$ cat src/rtl/ttl_parity_pkg.sv
// Shared state encoding and width helper for the parity sequencer.
package ttl_parity_pkg;

   typedef enum logic [1:0] {
      StIdle  = 2'd0,
      StAccum = 2'd1,
      StDone  = 2'd2
   } state_e;

   // Bits needed to hold 0..n-1, never less than one.
   function automatic int unsigned idx_width(input int unsigned n);
      return (n <= 1) ? 1 : $clog2(n);
   endfunction

endpackage

$ cat src/rtl/ttl_rr_arbiter.sv
// Combinational round-robin pick: first set request searching upward from ptr_i+1.
module ttl_rr_arbiter
   import ttl_parity_pkg::*;
#(
   parameter int unsigned REQUESTERS = 4,
   localparam int unsigned IdxW = idx_width(REQUESTERS)
) (
   input  logic [REQUESTERS-1:0] req_i,
   input  logic [IdxW-1:0]       ptr_i,
   output logic [REQUESTERS-1:0] win_o,
   output logic [IdxW-1:0]       win_idx_o
);

   logic        found;
   int unsigned cand;

   always_comb begin
      win_o     = '0;
      win_idx_o = '0;
      found     = 1'b0;
      cand      = 0;
      for (int unsigned off = 1; off <= REQUESTERS; off++) begin
         cand = (32'(ptr_i) + off) % REQUESTERS;
         if (!found && req_i[IdxW'(cand)]) begin
            found                = 1'b1;
            win_o[IdxW'(cand)]   = 1'b1;
            win_idx_o            = IdxW'(cand);
         end
      end
   end

endmodule

$ cat src/rtl/ttl_parity_sequencer.sv
// Round-robin shared parity accumulator over REQUESTERS framed channels.
// Optional Column output (frame-wide word XOR) when TTL_PARITY_COLUMN_EN is defined.
module ttl_parity_sequencer
   import ttl_parity_pkg::*;
#(
   parameter int unsigned REQUESTERS = 4,
   parameter int unsigned WIDTH      = 8,
   parameter int unsigned FRAME_LEN  = 4,
   parameter int unsigned DELAY_RISE = 0,
   parameter int unsigned DELAY_FALL = 0
) (
   input  logic                          Clk,
   input  logic                          Clear_bar,
   input  logic [REQUESTERS-1:0]         Req,
   input  logic [REQUESTERS*WIDTH-1:0]   Data_2D,
   input  logic [REQUESTERS-1:0]         Valid,
   output logic [REQUESTERS-1:0]         Ready,
   output logic [REQUESTERS-1:0]         Grant,
   output logic                          Parity,
   output logic [2:0]                    Parity_Chan,
   output logic                          Parity_Valid,
   output logic                          Abort,
`ifdef TTL_PARITY_COLUMN_EN
   output logic [WIDTH-1:0]              Column,
`endif
   output logic                          Busy
);

   localparam int unsigned IdxW = idx_width(REQUESTERS);
   localparam int unsigned CntW = idx_width(FRAME_LEN);
   localparam logic [CntW-1:0] LastCnt = CntW'(FRAME_LEN - 1);

   state_e                state_q;
   logic [REQUESTERS-1:0] grant_q;
   logic [IdxW-1:0]       ptr_q;
   logic [CntW-1:0]       cnt_q;
   logic                  acc_q, acc_d;
   logic                  parity_q, pvalid_q, abort_q;
   logic [2:0]            chan_q;

   logic [REQUESTERS-1:0] win;
   logic [IdxW-1:0]       win_idx;
   logic [WIDTH-1:0]      word;
   logic                  req_g, valid_g, start, accept, last;

   // Delays are simulation-only annotations; the synthesizable core ignores them.
   logic unused_delay;
   assign unused_delay = ^{DELAY_RISE, DELAY_FALL};

   ttl_rr_arbiter #(
      .REQUESTERS (REQUESTERS)
   ) u_arb (
      .req_i     (Req),
      .ptr_i     (ptr_q),
      .win_o     (win),
      .win_idx_o (win_idx)
   );

   always_comb begin
      word = '0;
      for (int unsigned i = 0; i < REQUESTERS; i++) begin
         if (grant_q[i]) word = Data_2D[i*WIDTH +: WIDTH];
      end
   end

   assign req_g   = |(Req & grant_q);
   assign valid_g = |(Valid & grant_q);
   assign start   = (state_q == StIdle) && (|Req);
   // Req low wins over Valid on the same edge.
   assign accept  = (state_q == StAccum) && req_g && valid_g;
   assign last    = accept && (cnt_q == LastCnt);
   assign acc_d   = acc_q ^ (^word);

   always_ff @(posedge Clk) begin
      if (!Clear_bar) begin
         state_q  <= StIdle;
         grant_q  <= '0;
         ptr_q    <= IdxW'(REQUESTERS - 1);
         cnt_q    <= '0;
         acc_q    <= 1'b0;
         parity_q <= 1'b0;
         chan_q   <= 3'd0;
         pvalid_q <= 1'b0;
         abort_q  <= 1'b0;
      end else begin
         pvalid_q <= 1'b0;
         abort_q  <= 1'b0;
         unique case (state_q)
            StIdle: begin
               if (start) begin
                  grant_q <= win;
                  ptr_q   <= win_idx;
                  acc_q   <= 1'b0;
                  cnt_q   <= '0;
                  state_q <= StAccum;
               end
            end
            StAccum: begin
               if (!req_g) begin
                  abort_q <= 1'b1;
                  grant_q <= '0;
                  state_q <= StIdle;
               end else if (accept) begin
                  acc_q <= acc_d;
                  cnt_q <= cnt_q + 1'b1;
                  if (last) begin
                     parity_q <= acc_d;
                     chan_q   <= 3'(ptr_q);
                     pvalid_q <= 1'b1;
                     state_q  <= StDone;
                  end
               end
            end
            StDone: begin
               grant_q <= '0;
               state_q <= StIdle;
            end
            default: state_q <= StIdle;
         endcase
      end
   end

`ifdef TTL_PARITY_COLUMN_EN
   logic [WIDTH-1:0] col_acc_q, column_q;

   always_ff @(posedge Clk) begin
      if (!Clear_bar) begin
         col_acc_q <= '0;
         column_q  <= '0;
      end else begin
         if (start) begin
            col_acc_q <= '0;
         end else if (accept) begin
            col_acc_q <= col_acc_q ^ word;
         end
         if (last) column_q <= col_acc_q ^ word;
      end
   end

   assign Column = column_q;
`endif

   assign Ready        = grant_q & {REQUESTERS{state_q == StAccum}};
   assign Grant        = grant_q;
   assign Parity       = parity_q;
   assign Parity_Chan  = chan_q;
   assign Parity_Valid = pvalid_q;
   assign Abort        = abort_q;
   assign Busy         = (state_q == StAccum) || (state_q == StDone);

endmodule
$ cat config.mk
export PLATFORM = sky130hd
export DESIGN_NAME = ttl_parity_sequencer
export DESIGN_NICKNAME = d
export VERILOG_FILES = /design/src/rtl/ttl_parity_pkg.sv /design/src/rtl/ttl_rr_arbiter.sv /design/src/rtl/ttl_parity_sequencer.sv
export SDC_FILE = /design/constraint.sdc
export NUM_CORES = 1
export LEC_CHECK = 0
export ABC_AREA = 1
export BUFFER_PORTS_ARGS = -buffer_cell sky130_fd_sc_hd__clkbuf_2
export CORE_UTILIZATION = 27
export CTS_BUF_LIST = sky130_fd_sc_hd__clkbuf_4 sky130_fd_sc_hd__clkbuf_8 sky130_fd_sc_hd__clkbuf_16
export CTS_CLUSTER_DIAMETER = 50
export DETAILED_ROUTE_END_ITERATION = 6
export MAX_ROUTING_LAYER = met4
export PLACE_DENSITY_LB_ADDON = 0.08
export SETUP_SLACK_MARGIN = 0.2
export SLEW_MARGIN = 20
export SYNTH_ARGS = -nofsm -noshare
export SYNTH_HDL_FRONTEND = slang
export SYNTH_HIERARCHICAL = 1
export SYNTH_SLANG_ARGS = --single-unit
$ cat constraint.sdc
create_clock -name Clk -period 2.8 [get_ports Clk]
set_input_delay 0.42 -clock Clk [delete_from_list [all_inputs] [get_ports Clk]]
set_output_delay 0.42 -clock Clk [all_outputs]
set_load 0.02 [all_outputs]
==> key figures <==
Global route
  – Initial antenna violation count: 0
  – Grt total ovfl: 0
  – GRT Util Overall: between 10% and 20%
  – Largest net degree at the start of global routing: 13
  – Vias in the first global route: roughly 1600
  – First-pass GRT wire length: 7250 um

Cells and area
  – Final #Nets: slightly above 400
  – Ant. Diodes: 0
  – Core Util, Final: around a third
  – Layout fillers: between 600 and 700
  – Area Overhead vs Synth: 23.5%
  – Layout cells sized above 1: a little over a quarter

Setup path
  – Worst setup startpoint: ptr_q[1]
  – Cells on worst reg2reg path: 10
  – Setup CP Type: reg2reg
  – RR Startpoint: ptr_q[1]
  – Setup crit end: Grant[3]
  – Crit start category: flip-flop
  – Critical register-to-register path endpoint: Grant[3]
  – CP Data Arrival Time: 2.23 ns
  – FF-to-FF setup slack: roughly 0.7 ns
  – Data required, critical path: approximately 2.9 ns
  – Critical Path Sink Type: flip-flop
  – Worst-path fanout max: 10

Timing
  – Pin slew with the least headroom to its limit: between 0.5 and 0.6 ns
  – Final worst-path setup slack: approximately 0.7 ns
  – Fin Setup TNS: 0 ns
  – Fmax: 475 MHz
  – Endpoints failing setup: 0
  – Setup Skew: 0.000801 ns
  – Minimum clock period: between 2 and 2.5 ns
  – Max-slew violation count: 0
  – Endpoints failing hold: 0
  – RSZ-0062 raised after global routing: false
  – Hold_ws: roughly 0.41 ns
  – Relative slew margins: between 60 and 70%
  – Fin crit share: roughly three quarters

Placed design
  – Post-detail-place hpwl: 3650 um
  – Pre-CTS setup slack: 0.724 ns
  – IO buf count: 55
  – Final Wtd Congestion: about 0.89

Clocking
  – Root Driver: clkbuf_8
  – TritonCTS buffer count: 3
  – TritonCTS Sinks: 16
  – Worst-path clk slew: 0.06 ns
  – Worst-skew pair later-pin latency: approximately 0.25 ns
  – Cts repair resizes: 0
  – Post-CTS Setup Inserts: 0
  – CTS tree: built
  – Max clock buf depth: 2
  – CTS H-tree depth: 1
  – Cts hold-fix bufs: 0

Pwr
  – Power Dens Cells: 839 nW/um2
  – Reg power frac: 20.3%
  – Gate power share: between 60 and 70%
  – Sw Ratio: between 50% and 60%
  – Clock network power share: 11.5%
  – Peak supply drop: 0.000272 V
  – Internal Power: 856 uW
  – Sw power: roughly 960 uW
  – Leak Pwr: 1.27 nW
  – Total Power: 1.82 mW

Drt
  – Total number of vias: roughly 1800
  – DR iter-0 viols: 40
  – First drt pass iteration count: 4
  – Drt drc: 0
  – Drt total wl: 4420 um
  – Vias per inst: roughly 4.3
  – Post-route ant nets: 0
  – WL per Instance: 10.4 um

Logic synthesis
  – Synth unique cells: 33
  – Async SR Flop Fraction: 0%
  – Post-Syn Nets: 345
  – Sequential-to-total area share from yosys stat: between 10% and 20%
  – Post-synth top flop: dfxtp_1
  – Synth Register Bits: 16
  – Synth Warn #: 6
  – Gate Count Post-Synth: 291
  – Netlist Area Pre-Place: around 1800 um2
  – Number of synthesized flops with an enable pin: 0
  – Syn Area/Cell: 6.03 um2

Die
  – Die footprint: approximately 6800 um2
  – Num ports: 57
  – # rows: 29
  – Initial core utilization: 27.8%
  – CORE AREA: ~6300 um2
  – Die Y: 82.6 um
  – Die W: 82.6 um

Min path
  – HP Class: in2reg

Run status
  – Status: finished, final reports clean

Job
  – Max-cap viol count: 0
==> power by group through the flow <==
| stage | sequential [mW] | combinational [mW] | clock [mW] |
|---|---|---|---|
| 2_1_floorplan | 0.380 | 0.948 | 0 |
| 6_report | 0.369 | 1.24 | 0.209 |
| 5_1_grt | 0.383 | 1.45 | 0.231 |
| 4_1_cts | 0.374 | 1.25 | 0.216 |
| 3_5_place_dp | 0.380 | 1.25 | 0 |
| 3_3_place_gp | 0.378 | 1.27 | 0 |
==> routing by layer <==
metal,track usage (%),wire [um],part of all wire [%],vias up
li1,-,-,-,1021
met5,-,0,0,-
met2,24.5,2070,47,41
met1,17.2,2120,48,770
met3,1.87,210,4.8,3
met4,2.41,22,0.50,0
==> state kept, by name, indices dropped and copies added (netlist names) <==
name          cells
Abort             1
state_q           2
Grant             4
cnt_q             2
Parity            1
ptr_q             2
Parity_Valid      1
acc_q             1
Parity_Chan       2
==> metrics by stage <==
step / instance area (um2) / std cells
3_5_place_dp: 2110 / 421
5_1_grt: 2170 / 425
2_1_floorplan: 1750 / 291
3_3_place_gp: 2110 / 421
4_1_cts: 2170 / 425
6_report: 2170 / 425
==> cells by family (layout without fill, tap and decap cells) <==
family	Yosys count	in the layout	synth area share, %
compound gates	37	37	13.8
xor+xnor	5	5	2.50
fa+ha+maj	12	12	8.56
buf+inv	60	117	13.8
flops	16	16	18.3
other cells	1	1	0.214
simple gates	160	160	42.9
==> cell usage in the layout, fill, tap and decap left out, types with 2 or more instances in the layout <==
cell type,instances
o21ai_0,2
nor2_2,3
nor4_1,2
clkbuf_2,55
a211oi_1,3
nor2_4,3
dfxtp_1,16
a21boi_0,4
a22o_2,2
a21oi_1,19
nand3_2,5
nand2_4,4
inv_2,5
ha_1,12
xnor2_1,5
nand2_2,6
or2_2,2
nand2_1,97
clkbuf_8,4
nor2_1,11
inv_1,51
nand3_1,26
==> how the worst min path moves through the flow <==
| stage | start | end | depth (start not counted) |
|---|---|---|---|
| floorplan | cnt_q[1] | cnt_q[1] | 2 |
| global placement | cnt_q[1] | cnt_q[1] | 2 |
| detailed placement | Parity_Chan[1] | Parity_Chan[1] | 2 |
| CTS | Clear_bar | ptr_q[1] | 2 |
| global route | Clear_bar | ptr_q[1] | 2 |
| finish | Clear_bar | ptr_q[1] | 2 |
==> cell usage after synthesis (3+ instances only) <==
cell type	number	area (um2)
dfxtp_1	16	320
ha_1	12	150
a21boi_0	4	30.0
nand2_1	97	364
a211oi_1	3	22.5
nand3_1	26	130
nor2_2	3	18.8
nor2_1	11	41.3
a21oi_1	19	95.1
nand2_4	4	45.0
nand3_2	5	50.1
xnor2_1	5	43.8
inv_2	5	18.8
inv_1	51	191
nor2_4	3	33.8
nand2_2	6	37.5
==> area by class of cell <==
cell class / count / area [um2] / share of cell area [%]
Clock buffer: 4 / 55.1 / 2.54
Inverter: 57 / 219 / 10.1
Multi-Input combinational cell: 215 / 1190 / 55.1
Sequential cell: 16 / 320 / 14.8
Tap cell: 77 / 96.3 / 4.45
Timing Repair Buffer: 56 / 283 / 13.1
==> worst max-delay path: stages (launching register included) <==
cell and delay (ns):
dfxtp_1 0.53, inv_1 0.22, ha_1 0.36, inv_1 0.16, nand2_4 0.10, nand2_4 0.09
nor2_4 0.05, a21oi_1 0.14, nand3_1 0.09, a21oi_1 0.17, a211oi_1 0.06
Power figures use the tool's default switching activity.
